--- src/rtl/fetch_stage_22_pkg.sv ---
// Shared constants, fetch-state encoding and instruction field helpers for the
// fetch stage and its IF/ID pipeline register.
package fetch_stage_22_pkg;

   localparam int INSTR_W   = 32;
   localparam int IMM22_MSB = 21;
   localparam int IMM22_LSB = 0;
   localparam int IMM22_W   = IMM22_MSB - IMM22_LSB + 1;

   localparam logic [INSTR_W-1:0] DEFAULT_NOP_INSTR = 32'h0000_0000;
   localparam logic [31:0]        DEFAULT_RESET_PC  = 32'h0000_0000;

   // One state per cycle, chosen fresh every edge; there are no multi-cycle sequences.
   typedef enum logic [1:0] {
      ST_FETCH = 2'd0,
      ST_WAIT  = 2'd1,
      ST_HOLD  = 2'd2,
      ST_FLUSH = 2'd3
   } fetch_state_e;

   function automatic logic [IMM22_W-1:0] imm22_field(input logic [INSTR_W-1:0] instr);
      return instr[IMM22_MSB:IMM22_LSB];
   endfunction

endpackage

--- src/rtl/fetch_stage_22_if_id_reg.sv ---
// IF/ID pipeline register: captures a fetched word with its PC, or takes a
// bubble on flush, or freezes on hold.
module if_id_reg
   import fetch_stage_22_pkg::*;
#(
   parameter int                  ADDR_W    = 32,
   parameter logic [INSTR_W-1:0]  NOP_INSTR = DEFAULT_NOP_INSTR
) (
   input  logic               clk,
   input  logic               rst,
   input  logic               load,
   input  logic               flush,
   input  logic               hold,
   input  logic [INSTR_W-1:0] instr,
   input  logic [ADDR_W-1:0]  pc,
   input  logic [ADDR_W-1:0]  pc_next,
   output logic               id_valid,
   output logic [INSTR_W-1:0] id_instr,
   output logic [ADDR_W-1:0]  id_pc,
   output logic [ADDR_W-1:0]  id_pc_next
);

   // Flush outranks hold so a redirect can clear a stalled slot; id_pc keeps
   // the last real PC through bubbles.
   always_ff @(posedge clk) begin
      if (rst) begin
         id_valid   <= 1'b0;
         id_instr   <= NOP_INSTR;
         id_pc      <= '0;
         id_pc_next <= '0;
      end else if (flush) begin
         id_valid   <= 1'b0;
         id_instr   <= NOP_INSTR;
      end else if (hold) begin
         id_valid   <= id_valid;
         id_instr   <= id_instr;
      end else if (load) begin
         id_valid   <= 1'b1;
         id_instr   <= instr;
         id_pc      <= pc;
         id_pc_next <= pc_next;
      end else begin
         id_valid   <= id_valid;
         id_instr   <= id_instr;
      end
   end

endmodule

--- src/rtl/fetch_stage_22.sv ---
// Instruction-fetch stage: PC register, fetch priority (redirect > stall >
// wait state > fetch) and the IF/ID register feeding decode.
module fetch_stage_22
   import fetch_stage_22_pkg::*;
#(
   parameter int                 ADDR_W    = 32,
   parameter logic [ADDR_W-1:0]  RESET_PC  = ADDR_W'(DEFAULT_RESET_PC),
   parameter logic [ADDR_W-1:0]  PC_INC    = ADDR_W'(32'd1),
   parameter logic [INSTR_W-1:0] NOP_INSTR = DEFAULT_NOP_INSTR
) (
   input  logic               clk,
   input  logic               rst,
   output logic [ADDR_W-1:0]  imem_addr,
   input  logic [INSTR_W-1:0] imem_rdata,
   input  logic               imem_valid,
   input  logic               stall,
   input  logic               redirect,
   input  logic [ADDR_W-1:0]  redirect_pc,
   output logic               id_valid,
   output logic [INSTR_W-1:0] id_instr,
   output logic [ADDR_W-1:0]  id_pc,
   output logic [ADDR_W-1:0]  id_pc_next,
   output logic [IMM22_W-1:0] id_imm22,
   output logic [31:0]        fetch_count
);

   fetch_state_e      state_s;
   logic [ADDR_W-1:0] pc_r;
   logic [ADDR_W-1:0] pc_inc_s;
   logic [31:0]       fetch_count_r;
   logic              load_s;
   logic              flush_s;
   logic              hold_s;

   // Pick this cycle's fetch state; redirect wins even over a stall.
   always_comb begin
      state_s = ST_FETCH;
      if (redirect) begin
         state_s = ST_FLUSH;
      end else if (stall) begin
         state_s = ST_HOLD;
      end else if (!imem_valid) begin
         state_s = ST_WAIT;
      end else begin
         state_s = ST_FETCH;
      end
   end

   // Wraps modulo 2^ADDR_W by construction.
   assign pc_inc_s = pc_r + PC_INC;

   // Translate the fetch state into IF/ID register controls.
   always_comb begin
      load_s  = 1'b0;
      flush_s = 1'b0;
      hold_s  = 1'b0;
      case (state_s)
         ST_FETCH: load_s  = 1'b1;
         ST_WAIT:  flush_s = 1'b1;
         ST_FLUSH: flush_s = 1'b1;
         ST_HOLD:  hold_s  = 1'b1;
         default:  hold_s  = 1'b1;
      endcase
   end

   // PC and accepted-instruction counter; redirect targets are taken unaligned.
   always_ff @(posedge clk) begin
      if (rst) begin
         pc_r          <= RESET_PC;
         fetch_count_r <= 32'd0;
      end else begin
         case (state_s)
            ST_FLUSH: pc_r <= redirect_pc;
            ST_FETCH: begin
               pc_r          <= pc_inc_s;
               fetch_count_r <= fetch_count_r + 32'd1;
            end
            ST_HOLD:  pc_r <= pc_r;
            ST_WAIT:  pc_r <= pc_r;
            default:  pc_r <= pc_r;
         endcase
      end
   end

   if_id_reg #(
      .ADDR_W    (ADDR_W),
      .NOP_INSTR (NOP_INSTR)
   ) u_if_id_reg (
      .clk        (clk),
      .rst        (rst),
      .load       (load_s),
      .flush      (flush_s),
      .hold       (hold_s),
      .instr      (imem_rdata),
      .pc         (pc_r),
      .pc_next    (pc_inc_s),
      .id_valid   (id_valid),
      .id_instr   (id_instr),
      .id_pc      (id_pc),
      .id_pc_next (id_pc_next)
   );

   assign imem_addr   = pc_r;
   assign fetch_count = fetch_count_r;
   assign id_imm22    = imm22_field(id_instr);

endmodule

--- config.mk ---
export PLATFORM = sky130hd
export DESIGN_NAME = fetch_stage_22
export DESIGN_NICKNAME = d
export VERILOG_FILES = /design/src/rtl/fetch_stage_22_pkg.sv /design/src/rtl/fetch_stage_22_if_id_reg.sv /design/src/rtl/fetch_stage_22.sv
export SDC_FILE = /design/constraint.sdc
export NUM_CORES = 1
export LEC_CHECK = 0
export BUFFER_PORTS_ARGS = -buffer_cell sky130_fd_sc_hd__buf_2
export CAP_MARGIN = 10
export CELL_PAD_IN_SITES_DETAIL_PLACEMENT = 0
export CELL_PAD_IN_SITES_GLOBAL_PLACEMENT = 1
export CORE_ASPECT_RATIO = 0.8
export CORE_UTILIZATION = 26
export DETAILED_ROUTE_END_ITERATION = 16
export GPL_ROUTABILITY_DRIVEN = 1
export PLACE_DENSITY_LB_ADDON = 0.05
export SLEW_MARGIN = 10
export SYNTH_ARGS = -nofsm -noshare
export SYNTH_HDL_FRONTEND = slang
export SYNTH_SLANG_ARGS = --single-unit
--- constraint.sdc ---
create_clock -name clk -period 4.1 [get_ports clk]
set_clock_uncertainty 0.15 [all_clocks]
set_input_delay 0.82 -clock clk [delete_from_list [all_inputs] [get_ports clk]]
set_output_delay 0.82 -clock clk [all_outputs]
set_load 0.03 [all_outputs]
---- Word level (Yosys, flattened, before mapping) ----
Cells that the tools add are included.
word-level totals
  register bits ........................... 161
  bits in latches ......................... 0
  memory bits (writable) .................. 0
  bits in read-only memories .............. 0
  input bits .............................. 69
  output and inout port bits .............. 183
  word-level logic and storage cells ...... 26
  memories kept ........................... 0
operators by class
  $add $sub $neg .......................... 2
  $mul .................................... 0
  div/mod/pow operators ................... 0
  $lt $le $gt $ge ......................... 0
  eq/ne operators ......................... 3
  shift operators ......................... 0
  muxes and demuxes ....................... 7
  bitwise gates (word level) .............. 2
  reduce and logical (&&, ||, !) cells .... 6
operator list
  kind                                                  count
  adder 32 x 1 -> 32 bit (second input constant)        2
  case mux 32 bit (2 select lines)                      1
  OR reduction 2 bit                                    3
  equality test 2 bit (second input constant)           2
  two-way mux 1 bit                                     4
  two-way mux 2 bit                                     2
  AND reduction 3 bit                                   1
  equality test 2 x 1 -> 1 bit (second input constant)  1
  zero test 2 bit                                       1
  inverter 1 bit                                        2
  AND reduction 2 bit                                   1

---- Depth between registers and ports, before layout ----
Gate-level depths: netlist of run 1.
  word-level depth ........................ 8
  mapped depth ............................ 10
  gate-level depth less buffers ........... 8

---- Hierarchy ----
From an unflattened synthesis of run 1, not the netlist that was laid out.
unflattened totals
  cell total of the unflattened synthesis .. 939
  area, all modules ....................... 7342.0 um^2
by module, submodules not included
  module          instances  cells an instance  area an instance (um^2)  sequential area each (um^2)
  fetch_stage_22  1          515                3950.0                   1281.2
  if_id_reg       1          424                3392.0                   1941.9

---- Worst setup path after synthesis of run 1 ----
Ideal clock, no wire load.
  path type ............................... input to register
  start ................................... in imem_valid
  end ..................................... reg fetch_count_r[26], in the netlist fetch_count[26]
  setup time .............................. 0.128 ns
  arrival time ............................ 2.463 ns
  data required time ...................... 3.822 ns
  slack ................................... 1.359 ns
  stages .................................. 10
  buffers on the path ..................... 2
  path through ............................ nor2_1 > nor2_1 > ha_1 > buf_2 > and4_1 > nand4_1 > clkbuf_1 > nor4_1 > xnor2_1 > nor2_1
on the way
  cells in the longest elaborated chain, start to end .. 4
RTL lines
  element                 line                  RTL
  start: declaration      fetch_stage_22.sv:15  input logic imem_valid,
  two-way mux 1 bit       fetch_stage_22.sv:42  end else if (!imem_valid) begin
  two-way mux 2 bit       fetch_stage_22.sv:40  end else if (stall) begin
  two-way mux 2 bit       fetch_stage_22.sv:38  if (redirect) begin
  zero test 2 bit         fetch_stage_22.sv:72  case (state_s)
  end signal: assignment  fetch_stage_22.sv:76  fetch_count_r <= fetch_count_r + 32'd1;
  end: declaration        fetch_stage_22.sv:30  logic [31:0] fetch_count_r;
Every way passes these cells.
A chain may end at the register's enable or synchronous reset.

---- Final worst setup path of run 1 ----
  start ................................... in redirect
  end ..................................... reg fetch_count_r[31], in the netlist fetch_count[31]
on the way
  cells in the longest elaborated chain, start to end .. 2
RTL lines
  element             line                  RTL
  start: declaration  fetch_stage_22.sv:17  input logic redirect,
  two-way mux 2 bit   fetch_stage_22.sv:38
  zero test 2 bit     fetch_stage_22.sv:72
Every way passes these cells.

==> PnR_summary.wiki, run 1 <==
{| class="wikitable"
! Metric !! Value
|-
| Post-synthesis xor/xnor area fraction || 0.05942
|-
| Result of the run || completed
|-
| Count of cells resized by post-cts repair || 0
|-
| Mean Syn Cell Area || 8.773 um2
|-
| Number of distinct library cell variants in the gate-level netlist after synthesis || 50
|-
| Via total after detailed routing || 6513
|-
| Die ar. || 29030 um2
|-
| Most frequent standard cell in the layout excluding fill and tap cells || sky130_fd_sc_hd__buf_2
|-
| Die span in y || 152.6 um
|-
| Synth Cell Area || around 7400 um2
|-
| Setup Crit Path Kind || primary input to register
|-
| Global route total overflow || 0
|-
| Number of hold buffers added after CTS || 0
|-
| Number of sinks on the clock net || approximately 160
|-
| DRC violation total after the first TritonRoute iteration || 222
|-
| Required time worst endpoint || 4.24 ns
|-
| Number of vias per cell || 4.616
|-
| Fin crit share || 0.7293
|-
| Setup TNS || 0 ns
|-
| Portion of synthesized cell area occupied by the leading cell type || 0.4374
|-
| Insertion delay of the later-clocked pin in the worst-skew pair || between 0.4 and 0.5 ns
|-
| Number of global-route vias before repair || slightly above 6k
|-
| Post-synthesis net count || around 900
|-
| Synthesis-to-finish area growth || 27.45%
|-
| Main area contributors after synthesis || sky130_fd_sc_hd__dfxtp_1, sky130_fd_sc_hd__mux2i_1, sky130_fd_sc_hd__nor2_1
|-
| Effective utilization at floorplan || 0.2673
|-
| Buffer depth of the longest clock path || 2
|-
| Setup repair after global routing missed its margin || false
|-
| R2R cell count || 5
|-
| Register bit count reported by yosys || approximately 160
|-
| Number of cells on the worst hold path || 2
|-
| Area of the core region || 27570 um2
|-
| Library cell used as clock root buffer || sky130_fd_sc_hd__clkbuf_16
|-
| Commonest cells after routing, fill and taps aside || sky130_fd_sc_hd__buf_2, sky130_fd_sc_hd__dfxtp_1, sky130_fd_sc_hd__nor2_1, sky130_fd_sc_hd__mux2i_1, sky130_fd_sc_hd__nand2_1
|-
| Largest net degree at the start of global routing || 65
|-
| Number of enable-type register cells in the synthesized netlist || 0
|-
| Filler cell count in the final layout || 2964
|-
| Gr usage total || 0.1644
|-
| Most used flip-flop cell after synthesis || sky130_fd_sc_hd__dfxtp_1
|-
| RePlAce Congestion || 0.7124
|-
| CP endpoint kind || register
|-
| Wire length reported by the detailed router || between 20000 and 25000 um
|-
| Number of H-tree branching levels || 4
|-
| Final setup vio count || 0
|-
| FP Rows || 54
|-
| Peak VDD IR || approximately 0.27 mV
|-
| Post-synthesis mux area share || 0.1049
|-
| Adder-cell share of the synthesized area || 0.006791
|-
| Worst Slack Setup Final || roughly 1.1 ns
|-
| CTS tree || yes
|-
| Total power density per cell area || roughly 400 nW/um2
|-
| Post-placement setup slack || 0.5565 ns
|-
| Worst relative slew slack || 0.4195
|-
| Maximum operating frequency || between 300 and 400 MHz
|-
| Number of iterations in the first detailed-routing pass || 5
|-
| Wire length of the first global-routing pass || 37330 um
|-
| DRC violation count after routing || 0
|-
| Arrival time at the worst endpoint || between 3 and 4 ns
|-
| Number of max-cap violations || 0
|-
| Worst Tran Pin Value || between 0.8 and 0.9 ns
|-
| HPWL Detailed || between 15000 and 20000 um
|-
| Critical path launch point type || primary input
|-
| Main combinational cell family by area after synthesis || simple AND/OR/NAND/NOR gates
|-
| Number of top-level pins || 252
|-
| Total clock buffers created by CTS || 17
|-
| Synth Instances || 840
|-
| Synthesized-area fraction occupied by and/or/nand/nor cells || 0.2163
|-
| Clock transition time at the flip-flop clock pins of the worst setup and hold paths || 0.07 ns
|-
| Compound-gate portion of the synthesized area || 0.1097
|-
| Number of port buffers || 251
|-
| Slew Limit Fails || 0
|-
| Layout cell share with drive strength beyond 1 || 0.2916
|-
| Setup Fix Bufs, Post-CTS || 0
|-
| Residual antenna-violating net count after detailed routing || 0
|-
| Most area-hungry cell type in the Yosys netlist || sky130_fd_sc_hd__dfxtp_1
|-
| Hold crit path type || register to register
|-
| Die extent in x || approximately 190 um
|-
| R2R Setup Slk || 1.20 ns
|-
| Post-synth ARST share || 0
|-
| Endpoints failing hold || 0
|-
| Portion of the post-synthesis area used by sequential elements || 0.4374
|-
| Maximum fanout count along the critical path || 15
|-
| Yosys Warn Count || 0
|-
| Minimum clock period || 2.990 ns
|-
| LEAKAGE || 3.888 nW
|-
| Net total in the final layout || 1107
|-
| Number of antenna violations at the first check in global routing || 3
|-
| Routed length per instance || roughly 17 um
|}
-- metrics by stage --
step	util	instance area, um2	std cells	total power [mW]	hold slack, ns
2_1_floorplan	-	7370	840	2.009	0.4196
3_3_place_gp	0.3190	8795	1379	2.178	0.2944
3_5_place_dp	0.3190	8795	1379	2.176	0.2922
4_1_cts	0.3406	9390	1410	3.867	0.3063
5_1_grt	0.3406	9390	1410	3.976	0.3271
6_report	0.3407	9393	1411	3.803	0.2975
-- routing by layer --
layer	vias to the layer above	wire, um	global-route usage
met5	-	23	0
met4	4	211	0.04038
met3	15	1286	0.04445
met2	162	9919	0.2369
met1	3021	12460	0.2392
li1	3311	-	-
-- flip-flops by register name, indices dropped and copies added (netlist names) --
name and flops:
u_if_id_reg.id_pc_next 32, u_if_id_reg.id_valid 1, imem_addr 32, fetch_count 32, u_if_id_reg.id_pc 32, u_if_id_reg.id_instr 32
-- kinds of logic after synthesis --
| kind of cell | after synthesis |
|---|---|
| compound gates | 123 |
| xor+xnor | 50 |
| fa+ha+maj | 4 |
| buf+inv | 105 |
| flops | 161 |
| mux | 77 |
| simple gates | 320 |
-- layout make-up --
| type | instances | area, um2 | share of cell area |
|---|---|---|---|
| timing repair buffer | 263 | 1374 | 0.1463 |
| sequential | 161 | 3223 | 0.3431 |
| inverter | 17 | 63.81 | 0.006794 |
| antenna | 1 | 2.502 | 0.0002664 |
| tap | 364 | 455.4 | 0.04849 |
| clock inverter | 8 | 127.6 | 0.01359 |
| clock buffer | 23 | 467.9 | 0.04982 |
| multi-input combinational | 574 | 3679 | 0.3916 |
-- final timing paths --
path | startpoint | endpoint
worst max-delay path | redirect | fetch_count[31]
worst min-delay path | u_if_id_reg.id_pc_next[31] | u_if_id_reg.id_pc_next[31]
worst max register to register | imem_addr[4] | u_if_id_reg.id_pc_next[28]
worst min register to register | u_if_id_reg.id_pc_next[31] | u_if_id_reg.id_pc_next[31]
-- Yosys cell counts (5+ instances only) --
master	instances
sky130_fd_sc_hd__nand2_1	38
sky130_fd_sc_hd__clkbuf_1	55
sky130_fd_sc_hd__a31oi_1	12
sky130_fd_sc_hd__xor2_1	22
sky130_fd_sc_hd__buf_1	6
sky130_fd_sc_hd__a22oi_1	6
sky130_fd_sc_hd__nand3_1	34
sky130_fd_sc_hd__o21ai_0	20
sky130_fd_sc_hd__nor4_1	7
sky130_fd_sc_hd__buf_4	22
sky130_fd_sc_hd__a211oi_1	24
sky130_fd_sc_hd__mux2i_1	75
sky130_fd_sc_hd__nand4_1	15
sky130_fd_sc_hd__xnor2_1	28
sky130_fd_sc_hd__and3_1	10
sky130_fd_sc_hd__or3_1	12
sky130_fd_sc_hd__dfxtp_1	161
sky130_fd_sc_hd__nor2_1	147
sky130_fd_sc_hd__buf_2	5
sky130_fd_sc_hd__o311ai_0	6
sky130_fd_sc_hd__and4_1	12
sky130_fd_sc_hd__inv_1	17
sky130_fd_sc_hd__nor3_1	14
sky130_fd_sc_hd__a21oi_1	30
sky130_fd_sc_hd__o32ai_1	5
sky130_fd_sc_hd__nor2b_1	9
-- report_power, final --
part	internal [mW]	switching (mW)	total, mW
sequential	1.61	0.0826	1.70
clock	0.993	0.675	1.67
combinational	0.156	0.283	0.439
total	2.76	1.04	3.80
-- critical path, cell delays in order --
cell                      delay [ns]
sky130_fd_sc_hd__buf_2          0.11
sky130_fd_sc_hd__nor2_1         0.29
sky130_fd_sc_hd__ha_2           0.42
sky130_fd_sc_hd__and4_1         0.31
sky130_fd_sc_hd__nand4_1        0.52
sky130_fd_sc_hd__nor4_1         0.45
sky130_fd_sc_hd__xnor2_1        0.16
sky130_fd_sc_hd__nor2_1         0.05
No activity file was read; power rests on OpenSTA's default activity.
==> inputs of run 2 (changes only) <==
--- a/config.mk
+++ b/config.mk
@@ -5,6 +5,7 @@
 export SDC_FILE = /design/constraint.sdc
 export NUM_CORES = 1
 export LEC_CHECK = 0
+export ABC_AREA = 1
 export BUFFER_PORTS_ARGS = -buffer_cell sky130_fd_sc_hd__buf_2
 export CAP_MARGIN = 10
 export CELL_PAD_IN_SITES_DETAIL_PLACEMENT = 0
==> constraint.sdc (replaced) <==
create_clock -name clk -period 2.7 [get_ports clk]
set_clock_uncertainty 0.15 [all_clocks]
set_input_delay 0.54 -clock clk [delete_from_list [all_inputs] [get_ports clk]]
set_output_delay 0.54 -clock clk [all_outputs]
set_load 0.03 [all_outputs]
==> PnR_summary.wiki, run 2 <==
{| class="wikitable"
! Metric !! Value
|-
| Result of the run || completed
|-
| Buffer depth of the longest clock path || 2 (unchanged)
|-
| Design internal power || 4.066 mW (+47%)
|-
| Die extent in x || 191.2 um (+0.50%)
|-
| Number of vias per cell || 4.428 (-4.1%)
|-
| Number of hold buffers added after CTS || 0 (unchanged)
|-
| Setup TNS || 0 ns (unchanged)
|-
| Synth Instances || 1074 (+28%)
|-
| Post-placement setup slack || 0.2471 ns (-0.3094 ns)
|-
| Worst relative slew slack || 0.5650 (+0.1455)
|-
| Via total after detailed routing || 7395 (+14%)
|-
| Gr usage total || 0.1821 (+0.01767)
|-
| Portion of total power attributed to sequential cells || 0.447 (about the same)
|-
| CP endpoint kind || register
|-
| Worst Tran Pin Value || 0.6525 ns (-0.2135 ns)
|-
| Most area-hungry cell type in the Yosys netlist || sky130_fd_sc_hd__dfxtp_1
|-
| Portion of the post-synthesis area used by sequential elements || 0.4329 (-0.004410)
|-
| FP Rows || 55 (+1.9%)
|-
| Number of H-tree branching levels || 4 (unchanged)
|-
| Routed met1 length || 13630 um (+9.3%)
|-
| Routed met3 length || 1699 um (+32%)
|-
| DRC violation total after the first TritonRoute iteration || 328 (+48%)
|-
| Most numerous cell in the Yosys netlist || sky130_fd_sc_hd__nand2_1
|-
| Slowest stage cell, crit path || sky130_fd_sc_hd__dfxtp_1
|-
| Main area contributors after synthesis || sky130_fd_sc_hd__dfxtp_1, sky130_fd_sc_hd__nand2_1, sky130_fd_sc_hd__nor2_1
|-
| Insertion delay of the later-clocked pin in the worst-skew pair || 0.44 ns (about the same)
|-
| Number of distinct library cell variants in the gate-level netlist after synthesis || 29 (-42%)
|-
| Layout cell share with drive strength beyond 1 || 0.2469 (-0.04466)
|-
| Global route total overflow || 0 (unchanged)
|-
| Net load switching power || 1.711 mW (+64%)
|-
| LEAKAGE || 4.369 nW (+12%)
|-
| Die span in y || 153.4 um (+0.50%)
|-
| Residual antenna-violating net count after detailed routing || 0 (unchanged)
|-
| Worst Slack Setup Final || 0.6654 ns (-0.4446 ns)
|-
| Commonest cells after routing, fill and taps aside || sky130_fd_sc_hd__buf_2, sky130_fd_sc_hd__nand2_1, sky130_fd_sc_hd__nor2_1, sky130_fd_sc_hd__dfxtp_1, sky130_fd_sc_hd__a21oi_1
|-
| Critical path launch point type || register
|-
| Number of iterations in the first detailed-routing pass || 4 (-1)
|-
| Largest net degree at the start of global routing || 80 (+23%)
|-
| Mean Syn Cell Area || 6.932 um2 (-21%)
|-
| Clock Power Share || 0.421 (-0.018)
|-
| Dominant cell type by count on the critical path || sky130_fd_sc_hd__nand2_1
|-
| Net total in the final layout || 1361 (+23%)
|-
| Most frequent standard cell in the layout excluding fill and tap cells || sky130_fd_sc_hd__buf_2
|-
| Net switching share of the total power || 0.2962 (+0.02247)
|-
| Slowest stage delay, CP || 0.44 ns (-0.08 ns)
|-
| Synthesis-to-finish area growth || 28.32%
|-
| Peak VDD IR || 0.4374 mV (+59%)
|-
| Number of enable-type register cells in the synthesized netlist || 0 (unchanged)
|-
| Diode insertion count for antenna repair || 0 (-1)
|-
| Minimum clock period || 2.035 ns
|-
| Cell area reported after detailed placement || 8986 um2 (+2.2%)
|-
| Count of cells resized by post-cts repair || 0 (unchanged)
|-
| Number of global-route vias before repair || 6961 (+12%)
|-
| Number of max-cap violations || 0 (unchanged)
|-
| Post-synth ARST share || 0 (unchanged)
|-
| Cell-by-cell trace of the critical path || ha_1 -> nand2_1 -> nor2_4 -> nand2_2 -> nor2_4 -> nand2_1 -> nand2_1 -> nand3_1 -> o211ai_1 -> inv_1
|-
| Relative contribution of combinational cells to total power || 0.133 (+0.018)
|-
| Post-synthesis net count || 1147 (+26%)
|-
| Filler cell count in the final layout || 3168 (+6.9%)
|-
| Die ar. || 29320 um2 (+1.0%)
|-
| Number of top-level pins || 252 (unchanged)
|-
| Setup repair after global routing missed its margin || false
|-
| Arrival time at the worst endpoint || 2.21 ns (-0.92 ns)
|-
| Routed length per instance || 15.83 um (-6.6%)
|-
| Fin crit share || 0.7535
|-
| Portion of synthesized cell area occupied by the leading cell type || 0.4329 (-0.004410)
|-
| CTS tree || yes
|-
| HPWL Detailed || 19070 um (+15%)
|-
| Hold crit path type || primary input to register
|-
| Maximum fanout count along the critical path || 6 (-9)
|-
| Register bit count reported by yosys || 161 (unchanged)
|-
| Synth Cell Area || 7445 um2 (+1.0%)
|-
| Slew Limit Fails || 0 (unchanged)
|-
| Effective utilization at floorplan || 0.2639 (-0.003480)
|-
| Clock transition time at the flip-flop clock pins of the worst setup and hold paths || 0.07 ns (about the same)
|-
| Setup Fix Bufs, Post-CTS || 0 (unchanged)
|-
| Required time worst endpoint || 2.87 ns (-1.37 ns)
|-
| Top Metal Used || met5
|-
| Total power density per cell area || 604.7 nW/um2 (+49%)
|-
| RePlAce Congestion || 0.7841 (+10%)
|-
| Final setup vio count || 0 (unchanged)
|-
| Wire length of the first global-routing pass || 40990 um (+9.8%)
|-
| Most used flip-flop cell after synthesis || sky130_fd_sc_hd__dfxtp_1
|-
| Yosys Warn Count || 0 (unchanged)
|-
| Final instance area || 9553 um2 (+1.7%)
|-
| List of most frequent post-synthesis cells || sky130_fd_sc_hd__nand2_1, sky130_fd_sc_hd__nor2_1, sky130_fd_sc_hd__dfxtp_1
|-
| Number of sinks on the clock net || 161 (unchanged)
|-
| Endpoints failing hold || 0 (unchanged)
|-
| DRC violation count after routing || 0 (unchanged)
|-
| Number of port buffers || 251 (unchanged)
|-
| Library cell used as clock root buffer || sky130_fd_sc_hd__clkbuf_16
|-
| Setup Crit Path Kind || register to register
|-
| Met2 routed WL || 10900 um (+9.9%)
|-
| Number of antenna violations at the first check in global routing || 3 (unchanged)
|-
| Wire length reported by the detailed router || 26430 um (+11%)
|-
| Total clock buffers created by CTS || 17 (unchanged)
|-
| Maximum operating frequency || 491.5 MHz
|-
| Area of the core region || 28210 um2 (+2.4%)
|}
==> run 2: changes by cell type in the layout (fill, tap and decap cells not counted), sizes merged, moves of 16 or more <==
| cell | previous run | this run |
|---|---|---|
| nand2 | 38 | 235 |
| a21oi | 30 | 112 |
| mux2i | 75 | 0 |
| inv | 19 | 93 |
| o21ai | 21 | 79 |
| nor2 | 147 | 187 |
| nand3 | 34 | 68 |
| a211oi | 25 | 0 |
| xnor2 | 28 | 8 |
| o211ai | 0 | 16 |
==> run 2: stage by stage <==
step / power (mW) / util / cells / hold WS [ns]
2_1_floorplan: 3.105 / - / 1074 / 0.4289
3_3_place_gp: 3.416 / 0.3185 / 1639 / 0.2959
3_5_place_dp: 3.414 / 0.3185 / 1639 / 0.3016
4_1_cts: 5.885 / 0.3386 / 1670 / 0.1812
5_1_grt: 6.073 / 0.3386 / 1670 / 0.1826
6_report: 5.777 / 0.3386 / 1670 / 0.2026
==> run 2: final timing paths <==
check | startpoint | endpoint | slack (ns) | cells past startpoint
worst max-delay path | imem_addr[0] | u_if_id_reg.id_pc_next[22] | 0.67 | 10
worst min register to register | u_if_id_reg.id_instr[24] | u_if_id_reg.id_instr[24] | 0.31 | 2
worst max register to register | imem_addr[0] | u_if_id_reg.id_pc_next[22] | 0.67 | 10
worst min-delay path | imem_rdata[26] | u_if_id_reg.id_instr[26] | 0.20 | 3
==> run 2: area by class of cell <==
type,count,area (um2),share of cell area
repair buffers,267,1426,0.1493
multi-input cells,750,3532,0.3697
clock inverters,13,137.6,0.01441
inverters,91,341.6,0.03576
flip-flops and latches,161,3223,0.3374
well taps,370,462.9,0.04846
clock buffers,18,429.2,0.04492
==> run 2: power groups by stage <==
stage                     Clock [mW]  Combinational [mW]  Sequential, mW
after global placement             0               0.778            2.64
after detailed placement           0               0.776            2.64
after floorplan                    0               0.306            2.80
after CTS                       2.52               0.779            2.58
final                           2.43               0.766            2.58
after global routing            2.63               0.839            2.60
==> run 2: cells by family after synthesis <==
family                   synth area share
AND/OR/NAND/NOR                    0.2892
AO/OA/AOI/OAI                      0.1482
buffers and inverters             0.09462
flip-flops                         0.4329
XOR/XNOR                          0.02824
adder cells (fa/ha/maj)          0.006723
==> run 2: worst max-delay path: cells and delay by family, from the launching register on <==
| kind | cells | cell delay, ns |
|---|---|---|
| fa+ha+maj | 1 | 0.23 |
| compound gates | 1 | 0.12 |
| flops | 1 | 0.44 |
| buf+inv | 1 | 0.05 |
| simple gates | 7 | 0.92 |
==> run 2: metal layers <==
layer	vias up	global-route usage
met2	177	0.2604
met1	3345	0.2635
met3	14	0.05557
met5	-	0
met4	2	0.04195
li1	3857	-
